--- src/rtl/opram_loader_pkg.sv ---
// Shared types and derived timing constants for the opram serial program loader.
package opram_loader_pkg;

   typedef enum logic [2:0] {
      ST_IDLE = 3'd0,
      ST_CLR  = 3'd1,
      ST_LEN  = 3'd2,
      ST_DATA = 3'd3,
      ST_SUM  = 3'd4,
      ST_DONE = 3'd5,
      ST_ERR  = 3'd6
   } ld_state_e;

   typedef enum logic [1:0] {
      RX_IDLE  = 2'd0,
      RX_START = 2'd1,
      RX_DATA  = 2'd2,
      RX_STOP  = 2'd3
   } rx_state_e;

   function automatic int clks_per_bit(input int clk_hz, input int baud);
      return clk_hz / baud;
   endfunction

   function automatic int timeout_cycles(input int clk_hz, input int baud, input int bits);
      return bits * clks_per_bit(clk_hz, baud);
   endfunction

endpackage

--- src/rtl/opram_loader_if.sv ---
// Write port bundle from the loader into opram_control.
interface opram_loader_if;
   logic       write;
   logic [7:0] writeop;
   logic [7:0] writeaddr;
   logic       write_rst;

   modport master (output write, writeop, writeaddr, write_rst);
   modport slave  (input  write, writeop, writeaddr, write_rst);
endinterface

--- src/rtl/opram_loader_uart_rx_byte.sv ---
// 8N1 UART byte receiver: two-flop synchroniser, false-start rejection, mid-bit sampling.
module uart_rx_byte
   import opram_loader_pkg::*;
#(
   parameter int CLKS_PER_BIT = 434
) (
   input  logic       clk,
   input  logic       rst,
   input  logic       rxd,
   output logic [7:0] data,
   output logic       valid,
   output logic       frame_err,
   output logic       start
);

   localparam int            CW      = $clog2(CLKS_PER_BIT);
   localparam logic [CW-1:0] LAST    = CW'(CLKS_PER_BIT - 1);
   localparam logic [CW-1:0] HALF_M1 = CW'(CLKS_PER_BIT / 2 - 1);

   rx_state_e     state_q, state_d;
   logic          sync1_q, sync2_q, sync3_q;
   logic [CW-1:0] baud_q, baud_d;
   logic [2:0]    bit_q, bit_d;
   logic [7:0]    shift_q, shift_d;
   logic          valid_q, valid_d;
   logic          ferr_q, ferr_d;
   logic          fall;

   assign fall = sync3_q & ~sync2_q;

   always_ff @(posedge clk or negedge rst) begin
      if (!rst) begin
         state_q <= RX_IDLE;
      end else begin
         state_q <= state_d;
      end
   end

   always_ff @(posedge clk or negedge rst) begin
      if (!rst) begin
         sync1_q <= 1'b1;
         sync2_q <= 1'b1;
         sync3_q <= 1'b1;
         baud_q  <= '0;
         bit_q   <= '0;
         valid_q <= 1'b0;
         ferr_q  <= 1'b0;
      end else begin
         sync1_q <= rxd;
         sync2_q <= sync1_q;
         sync3_q <= sync2_q;
         baud_q  <= baud_d;
         bit_q   <= bit_d;
         valid_q <= valid_d;
         ferr_q  <= ferr_d;
      end
   end

   always_ff @(posedge clk) begin
      shift_q <= shift_d;
   end

   always_comb begin
      state_d = state_q;
      baud_d  = baud_q;
      bit_d   = bit_q;
      shift_d = shift_q;
      valid_d = 1'b0;
      ferr_d  = 1'b0;
      case (state_q)
         RX_IDLE: begin
            if (fall) begin
               state_d = RX_START;
               baud_d  = '0;
            end
         end
         RX_START: begin
            // A line back high at half a bit was a glitch, not a start bit
            if (baud_q == HALF_M1) begin
               baud_d  = '0;
               bit_d   = '0;
               state_d = sync2_q ? RX_IDLE : RX_DATA;
            end else begin
               baud_d = baud_q + CW'(1);
            end
         end
         RX_DATA: begin
            if (baud_q == LAST) begin
               baud_d  = '0;
               shift_d = {sync2_q, shift_q[7:1]};
               bit_d   = bit_q + 3'd1;
               if (bit_q == 3'd7) state_d = RX_STOP;
            end else begin
               baud_d = baud_q + CW'(1);
            end
         end
         RX_STOP: begin
            if (baud_q == LAST) begin
               baud_d  = '0;
               state_d = RX_IDLE;
               valid_d = sync2_q;
               ferr_d  = ~sync2_q;
            end else begin
               baud_d = baud_q + CW'(1);
            end
         end
         default: state_d = RX_IDLE;
      endcase
   end

   always_comb begin
      data      = shift_q;
      valid     = valid_q;
      frame_err = ferr_q;
      start     = (state_q == RX_IDLE) && fall;
   end

endmodule

--- src/rtl/opram_loader.sv ---
// Serial program loader: LEN / data / SUM framing over UART, writes opram and gates CPU reset.
module opram_loader
   import opram_loader_pkg::*;
#(
   parameter int CLK_HZ       = 50000000,
   parameter int BAUD         = 115200,
   parameter int TIMEOUT_BITS = 64
) (
   input  logic clk,
   input  logic rst,
   input  logic rxd,
   input  logic load_en,
   opram_loader_if.master bus,
   output logic cpu_rst,
   output logic busy,
   output logic done,
   output logic err
);

   localparam int            CPB     = clks_per_bit(CLK_HZ, BAUD);
   localparam int            TO_CYC  = timeout_cycles(CLK_HZ, BAUD, TIMEOUT_BITS);
   localparam int            TW      = $clog2(TO_CYC + 1);
   localparam logic [TW-1:0] TO_LAST = TW'(TO_CYC - 1);

   ld_state_e     state_q, state_d;
   logic [8:0]    count_q, count_d;
   logic [7:0]    addr_q, addr_d;
   logic [7:0]    sum_q, sum_d;
   logic [7:0]    wop_q, wop_d;
   logic          wr_q, wr_d;
   logic [TW-1:0] timer_q, timer_d;

   logic [7:0]    rx_data;
   logic          rx_valid, rx_ferr, rx_start;
   logic          loading, timeout;

   uart_rx_byte #(.CLKS_PER_BIT(CPB)) u_rx (
      .clk       (clk),
      .rst       (rst),
      .rxd       (rxd),
      .data      (rx_data),
      .valid     (rx_valid),
      .frame_err (rx_ferr),
      .start     (rx_start)
   );

   always_ff @(posedge clk or negedge rst) begin
      if (!rst) begin
         state_q <= ST_IDLE;
      end else begin
         state_q <= state_d;
      end
   end

   always_ff @(posedge clk or negedge rst) begin
      if (!rst) begin
         count_q <= '0;
         addr_q  <= '0;
         sum_q   <= '0;
         wop_q   <= '0;
         wr_q    <= 1'b0;
         timer_q <= '0;
      end else begin
         count_q <= count_d;
         addr_q  <= addr_d;
         sum_q   <= sum_d;
         wop_q   <= wop_d;
         wr_q    <= wr_d;
         timer_q <= timer_d;
      end
   end

   assign loading = (state_q == ST_LEN) || (state_q == ST_DATA) || (state_q == ST_SUM);
   assign timeout = (timer_q == TO_LAST);

   always_comb begin
      state_d = state_q;
      count_d = count_q;
      sum_d   = sum_q;
      wop_d   = wop_q;
      wr_d    = 1'b0;
      // Address advances the cycle after each strobe so it is stable during it
      addr_d  = wr_q ? addr_q + 8'd1 : addr_q;
      timer_d = '0;
      if (loading) timer_d = rx_start ? '0 : timer_q + TW'(1);

      case (state_q)
         ST_IDLE: begin
            if (load_en) state_d = ST_CLR;
         end
         ST_CLR: begin
            state_d = load_en ? ST_LEN : ST_IDLE;
         end
         ST_LEN: begin
            if (!load_en) begin
               state_d = ST_IDLE;
            end else if (rx_ferr) begin
               state_d = ST_ERR;
            end else if (rx_valid) begin
               count_d = (rx_data == 8'd0) ? 9'd256 : {1'b0, rx_data};
               addr_d  = '0;
               sum_d   = '0;
               state_d = ST_DATA;
            end else if (timeout) begin
               state_d = ST_ERR;
            end
         end
         ST_DATA: begin
            if (!load_en) begin
               state_d = ST_IDLE;
            end else if (rx_ferr) begin
               state_d = ST_ERR;
            end else if (rx_valid) begin
               wop_d   = rx_data;
               wr_d    = 1'b1;
               sum_d   = sum_q + rx_data;
               count_d = count_q - 9'd1;
               if (count_q == 9'd1) state_d = ST_SUM;
            end else if (timeout) begin
               state_d = ST_ERR;
            end
         end
         ST_SUM: begin
            if (!load_en) begin
               state_d = ST_IDLE;
            end else if (rx_ferr) begin
               state_d = ST_ERR;
            end else if (rx_valid) begin
               state_d = (rx_data == sum_q) ? ST_DONE : ST_ERR;
            end else if (timeout) begin
               state_d = ST_ERR;
            end
         end
         ST_DONE, ST_ERR: begin
            if (!load_en) state_d = ST_IDLE;
         end
         default: state_d = ST_IDLE;
      endcase
   end

   always_comb begin
      bus.write     = wr_q;
      bus.writeop   = wop_q;
      bus.writeaddr = addr_q;
      bus.write_rst = (state_q != ST_CLR);
      cpu_rst       = (state_q == ST_IDLE) || (state_q == ST_DONE);
      busy          = (state_q == ST_CLR) || loading;
      done          = (state_q == ST_DONE);
      err           = (state_q == ST_ERR);
   end

endmodule

--- src/flat_wrapper.sv ---
// flat-port wrapper written by rule: the top's interface ports become plain ports
module opram_loader_flat import opram_loader_pkg::*;
#(
   parameter int CLK_HZ       = 50000000,
   parameter int BAUD         = 115200,
   parameter int TIMEOUT_BITS = 64
)
  (clk, rst, rxd, load_en, cpu_rst, busy, done, err, bus_write, bus_writeop, bus_writeaddr, bus_write_rst);
  opram_loader_if bus_i ();
  input  logic clk;
  input  logic rst;
  input  logic rxd;
  input  logic load_en;
  output logic cpu_rst;
  output logic busy;
  output logic done;
  output logic err;
  output wire logic [$bits(bus_i.write)-1:0] bus_write;
  output wire logic [$bits(bus_i.writeop)-1:0] bus_writeop;
  output wire logic [$bits(bus_i.writeaddr)-1:0] bus_writeaddr;
  output wire logic [$bits(bus_i.write_rst)-1:0] bus_write_rst;
  assign bus_write = bus_i.write;
  assign bus_writeop = bus_i.writeop;
  assign bus_writeaddr = bus_i.writeaddr;
  assign bus_write_rst = bus_i.write_rst;
  opram_loader #(.CLK_HZ(CLK_HZ), .BAUD(BAUD), .TIMEOUT_BITS(TIMEOUT_BITS)) u_core (.clk(clk), .rst(rst), .rxd(rxd), .load_en(load_en), .bus(bus_i), .cpu_rst(cpu_rst), .busy(busy), .done(done), .err(err));
endmodule
--- config.mk ---
export PLATFORM = sky130hd
export DESIGN_NAME = opram_loader_flat
export DESIGN_NICKNAME = d
export VERILOG_FILES = /design/src/rtl/opram_loader_pkg.sv /design/src/rtl/opram_loader_if.sv /design/src/rtl/opram_loader_uart_rx_byte.sv /design/src/rtl/opram_loader.sv /design/src/flat_wrapper.sv
export SDC_FILE = /design/constraint.sdc
export NUM_CORES = 1
export LEC_CHECK = 0
export ABC_AREA = 1
export CAP_MARGIN = 10
export CORE_ASPECT_RATIO = 2
export CORE_MARGIN = 4
export CORE_UTILIZATION = 40
export CTS_CLUSTER_SIZE = 20
export DETAILED_ROUTE_END_ITERATION = 6
export PLACE_DENSITY = 0.64
export SLEW_MARGIN = 10
export SYNTH_ARGS = -nofsm -noshare
export SYNTH_HDL_FRONTEND = slang
export SYNTH_SLANG_ARGS = --single-unit
export TNS_END_PERCENT = 30
--- constraint.sdc ---
create_clock -name clk -period 2.1 [get_ports clk]
set_input_delay 0.42 -clock clk [delete_from_list [all_inputs] [get_ports clk]]
set_output_delay 0.42 -clock clk [all_outputs]
set_load 0.02 [all_outputs]
# Word level (Yosys, flattened, before mapping)
# Cells that the tools add are included.
[word_totals]
regBits = 79
[op_classes]
add_sub_neg = 6
eq_ne = 30
muxes = 60
n_bitwise = 3
reduce_logical = 18
[ops]
columns = ["operator", "count"]
rows = [
  ["two-way mux 9 bit", 10],
  ["two-way mux 8 bit", 11],
  ["two-way mux 3 bit", 15],
  ["two-way mux 15 bit", 2],
  ["one-hot mux 9 bit (3 select lines)", 1],
  ["inequality test 2 bit, second input constant", 13],
  ["one-hot mux 3 bit (6 select lines)", 1],
  ["one-hot mux 9 bit (2 select lines)", 1],
  ["two-way mux 2 bit", 8],
  ["one-hot mux 8 bit (2 select lines)", 1],
  ["adder 15 x 1 -> 15 bit, second input constant", 1],
  ["equality test 15 bit, second input constant", 1],
  ["equality test 3 bit, second input constant", 4],
  ["adder 9 x 1 -> 9 bit, second input constant", 1],
  ["equality test 9 x 1 -> 1 bit, second input constant", 1],
  ["equality test 9 x 8 -> 1 bit, second input constant", 1],
  ["equality test 9 bit, second input constant", 1],
  ["subtractor 9 x 1 -> 9 bit, second input constant", 1],
  ["adder 8 x 1 -> 8 bit, second input constant", 1],
  ["adder 8 bit", 1],
  ["equality test 8 bit", 1],
  ["logical NOT 8 bit", 1],
  ["two-way mux 1 bit", 8],
  ["one-hot mux 2 bit (4 select lines)", 1],
  ["21 further kinds", 30],
]

# Depth between registers and ports, before layout
# Gate-level depths: netlist (run 1).
[logic_depth]
word_depth = 6
mapped_depth = 14
depth_no_buf = 14

# Modules after synthesis
# Synthesis (run 1) repeated with hierarchy kept, for this count alone.
[hier_totals]
cells_unflattened = 514
hier_area_um2 = 4274.1
[by_module_without_submodules]
columns = ["module", "instances", "cells_per_inst", "area_each_um2"]
rows = [
  ["opram_loader", 1, 390, 3027.9],
  ["uart_rx_byte", 1, 124, 1246.2],
]

# Worst setup path before layout (run 1)
# Ideal clock, no wire load.
[synth_timing]
path_kind = "register to register"
start = "register u_core.u_rx.baud_q[1]"
end = "register u_core.u_rx.bit_q[0]"
setup_time_ns = 0.125
t_arrival_ns = 1.607
setup_slack_ns = 0.368
path_stages_with_launch = 9
path_buffers = 0
synth_period_minus_slack_ns = 1.732
path_cell_list = "dfrtp_1 inv_1 ha_1 nand2_1 nor3_4 nand2_2 nor3_4 o21ai_2 mux2_4"
[synth_between]
elab_chain_cells = 3
word_cells_on_any_way = 5
cone_classes = "eq/ne (4); reduce/logical (1)"
[synth_lines]
columns = ["item", "line", "text"]
rows = [
  ["start: declaration", "opram_loader_uart_rx_byte.sv:22", "logic [CW-1:0] baud_q, baud_d;"],
  ["start signal: assignment", "opram_loader_uart_rx_byte.sv:52", "baud_q <= baud_d;"],
  ["equality test 9 bit or equality test 9 x 8 -> 1 bit (tied branches)", "opram_loader_uart_rx_byte.sv:88, opram_loader_uart_rx_byte.sv:79", ""],
  ["inequality test 2 bit (no line)", "n/a", ""],
  ["AND reduction 3 bit (no line) (*)", "n/a", ""],
  ["end signal: assignment", "opram_loader_uart_rx_byte.sv:53", "bit_q <= bit_d;"],
  ["end: declaration", "opram_loader_uart_rx_byte.sv:23", "logic [2:0] bit_q, bit_d;"],
]
# Mark *: on every way between the ends. The rest lies on a longest branch, timed or not.
# A chain may end at the register's enable or synchronous reset.

# Final worst setup path (run 1)
[layout_timing]
start = "register u_core.state_q[2]"
end = "output port busy"
[layout_between]
elab_chain_cells = 4
word_cells_on_any_way = 7
cone_classes = "eq/ne (4); reduce/logical (3)"
[layout_lines]
columns = ["item", "line", "text"]
rows = [
  ["start: declaration", "opram_loader.sv:25", "ld_state_e state_q, state_d;"],
  ["start signal: assignment", "opram_loader.sv:51", "state_q <= state_d;"],
  ["equality test 3 x 2 -> 1 bit", "opram_loader.sv:73", "assign loading = (state_q == ST_LEN) || (state_q == ST_DATA) || (state_q == ST_SUM);"],
  ["logical OR 1 bit (2 in a row)", "opram_loader.sv:73", ""],
  ["logical OR 1 bit (*)", "opram_loader.sv:147", "busy = (state_q == ST_CLR) || loading;"],
  ["end: declaration", "flat_wrapper.sv:15", "output logic busy;"],
]
# Marks and branches as above.

==> out/metrics.yaml, run 1 <==
placed_design:
  hpwl_mm: 6.844
  place_area_um2: 4676
  dp_cells: 665
  pre_cts_ws_ns: 0.1355
  port_buffers: 25
  place_congestion: 0.8501
logic_synthesis:
  syn_avg_cell_area_um2: 8.382
  synth_top_cells_by_area: "dfrtp_1, nand2_1, inv_1"
  synth_top_area_frac: 0.4068
  yosysWarnings: 0
  synth_area_um2: 4183
  yosysSeqAreaShare: 0.4831
  async_flop_share: 0.8987
  syn-num-nets: 520
  ys.flop_type: "dfrtp_1"
  postSynthCellCount: 499
  synth_top_area_cell: "dfrtp_1"
  synth_enable_flop_cells: 8
  ys_seq_elements: 79
  yosysUniqueCellTypes: 40
grt:
  grt_pass1_wl_mm: 16.01
  antenna_found_initial: 0
  grt_max_degree: 72
  grt_pass1_vias: 3595
  grt-ovfl-total: 0
  grtUsageTotal: 0.1646
clock_tree:
  clockBufferDepth: 2
  htree_levels: 3
  post-cts-setup-buffers: 0
  cts-root-buf: "clkbuf_16"
  cts_tree: "done"
  path_clk_slew_ns: 0.06
  ctsHoldBuffers: 0
  clock_latency_ns: 0.33
  cts_buffers: 9
  clock_sinks: 79
die:
  initial_core_util: 0.4121
  row_count: 52
  fp.dieH_um: 152.6
  die_x_um: 80.31
  die_area_um2: 12260
  num_io_pins: 26
  core_area_um2: 10150
min_path:
  hp-class: "in -> async"
layout:
  diodes: 0
  syn2layout_area_growth_pct: 19.02
  final_cells: 681
  drive_gt1_frac: 0.09341
  finalNetCount: 562
  postLayoutCellArea_um2: 4979
  fill_cells: 1036
sta:
  tightest_slew_ns: 0.3997
  finalSetupViolations: 0
  drv_slew: 0
  hold_viol_final: 0
  fin_crit_ns: 1.981
  skew_ns: 0.01301
  fin_crit_sh: 0.9434
  rsz0062_at_grt: "no"
  fin_setup_tns_ns: 0
  setup_ws_ns: 0.1190
  max_freq_mhz: 504.8
  max_slew_margin: 0.7336
flow_run:
  cap_violations: 0
drt:
  wl_mm: 9.137
  vias: 3402
  first_iter_violations: 188
  ant_nets: 0
  routedWlPerCell_um: 13.42
  drcViolationCount: 0
  firstDrtPassIters: 4
  via_per_inst: 4.996
setup_path:
  cp-start-kind: "flip-flop"
  cp.arrival_ns: 1.56
  endpoint_kind: "primary output"
  cp.required_ns: 1.68
  path_class: "reg -> out"
  path_max_fanout: 7
run_status:
  status: "completed"
power:
  leakage_nw: 2.324
  finalPower_mw: 4.219
  p_per_area_nw_per_um2: 847.4
  peakVddDrop_v: 0.0004633
synth_stat cells, drive strengths merged, types with 5 or more instances:
cell and number:
a21oi 23, buf 5, dfrtp 68, edfxtp 8
ha 16, inv 72, nand2 103, nand3 33
nand4 9, nor2 53, nor3 14, o21ai 45
o22ai 7, xor2 12
layer usage:
metal	vias up	wire (um)	global-route usage
li1	1723	-	-
met1	1605	3528	0.1721
met2	54	5167	0.3002
met3	20	197	0.02840
met4	0	244	0.08864
met5	-	0	0
cell families after synthesis:
| family | Yosys count | synth area share |
|---|---|---|
| simple gates | 219 | 0.2342 |
| compound gates | 88 | 0.1212 |
| buf+inv | 80 | 0.07389 |
| flops | 79 | 0.4831 |
| fa+ha+maj | 17 | 0.05265 |
| xor+xnor | 15 | 0.03141 |
| mux | 1 | 0.003589 |
per-stage QoR:
stage	hold WS, ns	utilization
6_report	0.1140	0.4905
5_1_grt	0.1422	0.4905
4_1_cts	0.1185	0.4901
3_5_place_dp	0.3479	0.4607
3_3_place_gp	0.3483	0.4607
2_1_floorplan	0.1244	-
layout make-up:
class	count	area [um2]	area share
repair buffers	39	356.6	0.07163
inverters	72	270.3	0.05429
multi-input cells	340	1856	0.3727
well taps	135	168.9	0.03393
flip-flops and latches	79	2022	0.4061
clock inverters	5	72.57	0.01458
clock buffers	11	232.7	0.04675
flip-flops by register name, summed over array words and instances (netlist names), named ones only:
name	cells
u_core.bus.write	1
u_core.bus.writeaddr	8
u_core.bus.writeop	8
u_core.count_q	9
u_core.state_q	3
u_core.sum_q	8
u_core.timer_q	15
u_core.u_rx.baud_q	9
u_core.u_rx.bit_q	3
u_core.u_rx.data	8
u_core.u_rx.frame_err	1
u_core.u_rx.state_q	1
u_core.u_rx.sync1_q	1
u_core.u_rx.sync2_q	1
u_core.u_rx.sync3_q	1
u_core.u_rx.valid	1
placed cells by master (no fill, tap or decap), types with 12 or more instances in the layout:
cell type,count
nor2_1,50
buf_4,13
o21ai_1,14
nand3_1,33
dfrtp_1,67
ha_1,16
a21oi_1,23
clkdlybuf4s50_1,19
o21ai_0,30
inv_1,66
xor2_1,12
nand2_1,100
worst paths after layout:
check / startpoint / slack [ns] / endpoint / cells past startpoint
worst max-delay path: u_core.state_q[2] / 0.12 / busy / 4
worst min-delay path: rst / 0.11 / u_core.bus.writeop[3] / 2
worst max register to register: u_core.u_rx.data[0] / 0.17 / u_core.sum_q[6] / 9
worst min register to register: u_core.u_rx.sync1_q / 0.36 / u_core.u_rx.sync2_q / 0
max in group asynchronous: rst / 1.65 / u_core.state_q[0] / 2
min in group clk: u_core.u_rx.sync1_q / 0.36 / u_core.u_rx.sync2_q / 0
critical path, stage by stage (launching register included):
cell	delay [ns]
dfrtp_1	0.43
inv_1	0.19
nand3_1	0.17
nand2_1	0.10
dlygate4sd2_1	0.33
report_power, final:
group          leakage (nW)  internal [mW]  total [mW]  switching, mW
logic                  1.21          0.278       0.869          0.591
registers             0.969           1.63        1.75          0.118
clock network         0.149           1.03        1.60          0.572
what timing repair did:
item,in CTS,in global routing
cloned,0,0
endpoints found under the setup margin,5,1
resized for setup,5,2
pin swaps,0,0
No activity file was read; power rests on OpenSTA's default activity.
==> run 2, diff against run 1 <==
- ABC_CLOCK_PERIOD_IN_PS: default -> 2100
==> results of run 2 <==
No change in the layout: final DEF, timing and power equal those of run 1.
==> run 3, diff against run 2 <==
- CAP_MARGIN: 10 -> default
- SYNTH_HIERARCHICAL: default -> 1
==> run 3 against run 2 <==
Final cell count is 2.3% higher. Utilization is 0.66 points lower. Die area is 2.0% higher. Area after synthesis is 2.2% higher. First-iteration DRC count is 40% higher. Routed wire length is 6.6% higher. Total power is 3.4% higher. Non-clock buffer count is 3 lower. Critical endpoint is now cpu_rst. Largest power group unchanged.
==> out/metrics.yaml, run 3 <==
clock_tree:
  cts_tree: "done"
  htree_levels: 3
  clockBufferDepth: 2
  ctsHoldBuffers: 0
  cts-root-buf: "clkbuf_16"
  cts_buffers: 9
  clock_latency_ns: 0.34
  post-cts-setup-buffers: 0
  path_clk_slew_ns: 0.06
  clock_sinks: 79
grt:
  grtUsageTotal: 0.1730
  grt_pass1_vias: 3641
  grt_pass1_wl_mm: 16.63
  grt-ovfl-total: 0
  antenna_found_initial: 0
  grt_max_degree: 27
die:
  die_area_um2: 12500
  initial_core_util: 0.4079
  num_io_pins: 26
  row_count: 53
  core_area_um2: 10480
  die_x_um: 81.10
  fp.dieH_um: 154.2
layout:
  top_regs: "u_core/timer_q: 15 flops, u_core/count_q: 9 flops, u_core/u_rx/baud_q: 9 flops"
  layout_commonest_cell: "nand2_1"
  largest_reg_flops: 15
  postLayoutCellArea_um2: 5070
  fill_cells: 1049
  mostFrequentLayoutCells: "nand2_1, dfrtp_1, inv_1"
  regMostFlops: "u_core/timer_q"
  syn2layout_area_growth_pct: 18.62
  finalNetCount: 576
  drive_gt1_frac: 0.1268
  final_util: 0.4839
  diodes: 0
sta:
  finalSetupViolations: 0
  hold_viol_final: 0
  fin_setup_tns_ns: 0
  tightest_slew_ns: 0.6301
  drv_slew: 0
  fin_crit_ns: 1.905
  max_slew_margin: 0.5800
  skew_ns: 0.006953
  max_freq_mhz: 525.0
  setup_ws_ns: 0.1951
  rsz0062_at_grt: "no"
  fin_crit_sh: 0.9071
logic_synthesis:
  synth_top_area_frac: 0.3981
  syn-num-nets: 535
  postSynthCellCount: 514
  yosysWarnings: 6
  yosysSeqAreaShare: 0.4728
  synth_top_cells_by_area: "dfrtp_1, nand2_1, edfxtp_1"
  syn_avg_cell_area_um2: 8.315
  synth_top_area_cell: "dfrtp_1"
  ys.flop_type: "dfrtp_1"
  synth_enable_flop_cells: 8
  async_flop_share: 0.8987
  synth_area_um2: 4274
  synth_most_common_cell: "nand2_1"
  synthTopCellsByCount: "nand2_1, dfrtp_1, inv_1"
  ys_seq_elements: 79
  yosysUniqueCellTypes: 45
placed_design:
  place_area_um2: 4758
  port_buffers: 25
  pre_cts_ws_ns: 0.05021
  place_congestion: 0.9642
  hpwl_mm: 7.413
drt:
  firstDrtPassIters: 4
  vias: 3534
  first_iter_violations: 264
  met2_length_mm: 5.375
  ant_nets: 0
  drcViolationCount: 0
  wl_mm: 9.741
  wirelength_met1_mm: 3.718
  via_per_inst: 5.070
  routedWlPerCell_um: 13.98
  topRoutingLayerUsed: "met4"
  wl_met3_um: 226
setup_path:
  r2r_end: "u_core/sum_q[4]"
  path_max_fanout: 7
  cp-endpoint: "cpu_rst"
  cp_cell_sequence: "nor2_1 -> nand2_1 -> o21ai_0 -> dlygate4sd2_1"
  cp-startpoint: "u_core/state_q[0]"
  path_class: "reg -> out"
  cpPeakStageDelay_ns: 0.45
  cp.required_ns: 1.68
  rrSetupSlack_ns: 0.35
  cp-start-kind: "flip-flop"
  crit_path_top_delay_cell: "dfrtp_2"
  cp.arrival_ns: 1.48
  endpoint_kind: "primary output"
  reg2reg_depth: 6
  regToRegStartpoint: "u_core/u_rx/data[0]"
min_path:
  hp-class: "in -> async"
power:
  p_per_area_nw_per_um2: 860.8
  peakVddDrop_v: 0.0004693
  finalPower_mw: 4.364
  leakage_nw: 2.362
run_status:
  status: "completed"
flow_run:
  cap_violations: 0
-- run 3: cell types whose count changed after synthesis, sizes merged, moves of 3 or more --
cell	delta
xor2	-6
o21ai	-3
inv	-3
a21oi	+4
nand4	+4
a31oi	+4
nand3	-5
nor2	+4
nor3	-4
nand2	+19
-- run 3: worst min path at each step --
| stage | from | to | slack [ns] | cells after the start |
|---|---|---|---|---|
| final | rst | u_core/timer_q[2] | 0.1 | 1 |
| after global routing | rst | u_core/state_q[2] | 0.13 | 1 |
| after CTS | rst | u_core/timer_q[2] | 0.1 | 1 |
| after detailed placement | u_core/u_rx/sync1_q | u_core/u_rx/sync2_q | 0.35 | 0 |
| after global placement | u_core/u_rx/sync1_q | u_core/u_rx/sync2_q | 0.35 | 0 |
| after floorplan | rst | u_core/bus.write | 0.12 | 0 |
-- run 3: layout make-up --
cell class | instances | area (um2) | share of cell area
Clock buffer | 12 | 246.5 | 0.04862
Clock inverter | 4 | 70.07 | 0.01382
Sequential cell | 79 | 2022 | 0.3988
Multi-Input combinational cell | 360 | 1954 | 0.3855
Tap cell | 137 | 171.4 | 0.03381
Timing Repair Buffer | 36 | 346.6 | 0.06836
Inverter | 69 | 259.0 | 0.05109
-- run 3: routing by layer --
metal,global-route usage,up-vias
met3,0.03788,30
met4,0.09267,0
li1,-,1787
met5,0,-
met2,0.3166,47
met1,0.1751,1670
-- run 3: worst max-delay path: cells and delay by family, from the launching register on --
kind | cells | cell delay (ns)
DFF | 1 | 0.45
buffers and inverters | 1 | 0.36
AOI/OAI and AO/OA | 1 | 0.08
and+or+nand+nor | 2 | 0.25
-- run 3: repair_timing --
action | in CTS | in global routing
pin swaps | 0 | 0
resized for setup | 5 | 3
endpoints found under the setup margin | 4 | 2
-- run 3: logic make-up after synthesis --
logic type / after synthesis / share of synthesized area
buffers and inverters: 75 / 0.06996
adder cells (fa/ha/maj): 17 / 0.05152
AO/OA/AOI/OAI: 93 / 0.1241
flip-flops: 79 / 0.4728
AND/OR/NAND/NOR: 240 / 0.2611
XOR/XNOR: 10 / 0.02049
-- run 3: metrics by stage --
stage,hold WS [ns],std cells
2_1_floorplan,0.1244,514
3_3_place_gp,0.3470,681
3_5_place_dp,0.3487,681
4_1_cts,0.09977,697
5_1_grt,0.1326,697
6_report,0.09939,697
-- run 3: report_power, final --
part | internal, mW | total (mW) | leakage [nW] | switching, mW
clock | 1.07 | 1.67 | 0.157 | 0.600
sequential | 1.63 | 1.73 | 0.972 | 0.104
combinational | 0.310 | 0.960 | 1.23 | 0.650
total | 3.01 | 4.36 | 2.36 | 1.35
==> variant, RTL diff (settings of run 2) <==
Register the inputs `rxd` and `load_en` before use, cleared by the reset. The logic sees them one clock later. The other inputs are not delayed to match.
--- a/src/rtl/opram_loader.sv
+++ b/src/rtl/opram_loader.sv
@@ -23,4 +23,17 @@
    localparam logic [TW-1:0] TO_LAST = TW'(TO_CYC - 1);
 
+   logic rxd_q;
+   logic load_en_q;
+
+   always_ff @(posedge clk or negedge rst) begin
+      if (!rst) begin
+         rxd_q     <= '0;
+         load_en_q <= '0;
+      end else begin
+         rxd_q     <= rxd;
+         load_en_q <= load_en;
+      end
+   end
+
    ld_state_e     state_q, state_d;
    logic [8:0]    count_q, count_d;
@@ -38,5 +51,5 @@
       .clk       (clk),
       .rst       (rst),
-      .rxd       (rxd),
+      .rxd       (rxd_q),
       .data      (rx_data),
       .valid     (rx_valid),
@@ -87,11 +100,11 @@
       case (state_q)
          ST_IDLE: begin
-            if (load_en) state_d = ST_CLR;
+            if (load_en_q) state_d = ST_CLR;
          end
          ST_CLR: begin
-            state_d = load_en ? ST_LEN : ST_IDLE;
+            state_d = load_en_q ? ST_LEN : ST_IDLE;
          end
          ST_LEN: begin
-            if (!load_en) begin
+            if (!load_en_q) begin
                state_d = ST_IDLE;
             end else if (rx_ferr) begin
@@ -107,5 +120,5 @@
          end
          ST_DATA: begin
-            if (!load_en) begin
+            if (!load_en_q) begin
                state_d = ST_IDLE;
             end else if (rx_ferr) begin
@@ -122,5 +135,5 @@
          end
          ST_SUM: begin
-            if (!load_en) begin
+            if (!load_en_q) begin
                state_d = ST_IDLE;
             end else if (rx_ferr) begin
@@ -133,5 +146,5 @@
          end
          ST_DONE, ST_ERR: begin
-            if (!load_en) state_d = ST_IDLE;
+            if (!load_en_q) state_d = ST_IDLE;
          end
          default: state_d = ST_IDLE;
Behaviour: not the same (Yosys sat finds a counterexample within 4 cycles, from zero or initial values and one cycle with rst low).
==> variant against run 2 <==
Sequential cell count grew 2. Wire length grew 6.4%. Via count grew 7.0%. Count of clock-buffer cells in the layout is the same. Area after synthesis grew 5.4%. Non-clock buffer count shrank 2. Worst setup slack gained 86 ps. Final area grew 4.0%. Global-route usage grew 0.49 points. Register-to-register slack gained 40 ps. Power grew 2.4%. Synthesized cell count grew 5.8%. Critical path type unchanged. Largest power group unchanged.
==> variant: results <==
group,metric,value,unit
critical_path,r2r_slack,210,ps
logic_synthesis,synth_xor_area_frac,0.0219,
logic_synthesis,synth_fa_ha_area_frac,0.0500,
route,vias_per_cell,5.08,
critical_path,cp.arrival,1480,ps
logic_synthesis,ys_seq_area_frac,0.470,
final_layout,fillCellCount,1065,
global_route,met1_usage,0.170,
global_route,grt_pass1_wl,16.8,mm
min_path,min_path_type,"reg2reg",
placement,gp_congestion,0.850,
global_route,grt_usage,0.169,
logic_synthesis,muxShareOfSynthArea,0,
power,p_int,2.89,mW
sta,clock_skew,8.97,ps
final_layout,drive_gt1_frac,0.127,
critical_path,rr_startpoint,"u_core.u_rx.baud_q[1]",
critical_path,rr_endpoint,"u_core.u_rx.data[6]",
placement,hpwl,7.38,mm
logic_synthesis,yosysUniqueCellTypes,45,
route,drt_iter0_markers,162,
power,vdd_drop_max,466,uV
final_layout,fin_nets,592,
placement,place_area,4890,sq um
logic_synthesis,async_reset_ff_frac,0.901,
sta,fin_hold_ws,351,ps
route,wl_met1,3.59,mm
placement,post-place-ws,51.9,ps
run_status,status,"complete, no violations",
route,wl_met2,5.54,mm
global_route,use_met3,0.0340,
logic_synthesis,synth_common_cells,"nand2_1 (127), dfrtp_1 (70), inv_1 (64), nor2_1 (49), nand3_1 (37)",
global_route,grtUsageMet2,0.319,
route,drt-wirelength-per-cell,13.6,microns
route,dr_wl_met3,259,microns
logic_synthesis,syn_nets,549,
logic_synthesis,synth_area_leaders,"dfrtp_1 (40%), nand2_1 (11%), edfxtp_1 (5.4%), inv_1 (5.4%), ha_1 (4.5%)",
global_route,grt_max_degree,57,
global_route,grt_pass1_vias,3713,
==> variant: power by group through the flow <==
stage / Sequential (mW) / Clock, mW / Combinational (mW)
after floorplan: 1.77 / 0 / 0.764
after detailed placement: 1.80 / 0 / 1.10
after global routing: 1.79 / 1.59 / 1.22
final: 1.78 / 1.48 / 1.06
after global placement: 1.80 / 0 / 1.08
after CTS: 1.78 / 1.52 / 1.08
==> variant: through the flow <==
step | total power [mW] | utilization | instances
after floorplan | 2.53 | - | 528
after global placement | 2.87 | 0.450 | 699
after detailed placement | 2.90 | 0.450 | 699
after CTS | 4.38 | 0.477 | 716
after global routing | 4.60 | 0.476 | 716
final | 4.32 | 0.476 | 716
==> variant: repair_timing <==
item	4_1_cts	5_1_grt
resized for setup	5	5
endpoints found under the setup margin	5	3
hold endpoints to repair	17	0
hold buffers	1	0
==> variant: critical path: cells and delay by family, from the launching register on <==
family | cells | cell delay [ps]
and+or+nand+nor | 5 | 520
DFF | 1 | 440
buffers and inverters | 1 | 180
==> variant: area by class of cell <==
cell class,count,share of cell area
Tap cell,140,0.0338
Multi-Input combinational cell,369,0.391
Inverter,73,0.0546
Clock inverter,5,0.00580
Timing Repair Buffer,37,0.0662
Sequential cell,81,0.400
Clock buffer,11,0.0490
==> variant: worst max-delay path by stage <==
stage	start	to	slack, ps
2_1_floorplan	u_core.u_rx.baud_q[1]	u_core.u_rx.data[0]	470
3_3_place_gp	u_core.state_q[2]	busy	70
3_5_place_dp	u_core.state_q[2]	busy	50
4_1_cts	u_core.state_q[2]	err	20
5_1_grt	u_core.u_rx.baud_q[1]	u_core.u_rx.data[2]	40
6_report	u_core.state_q[1]	busy	200
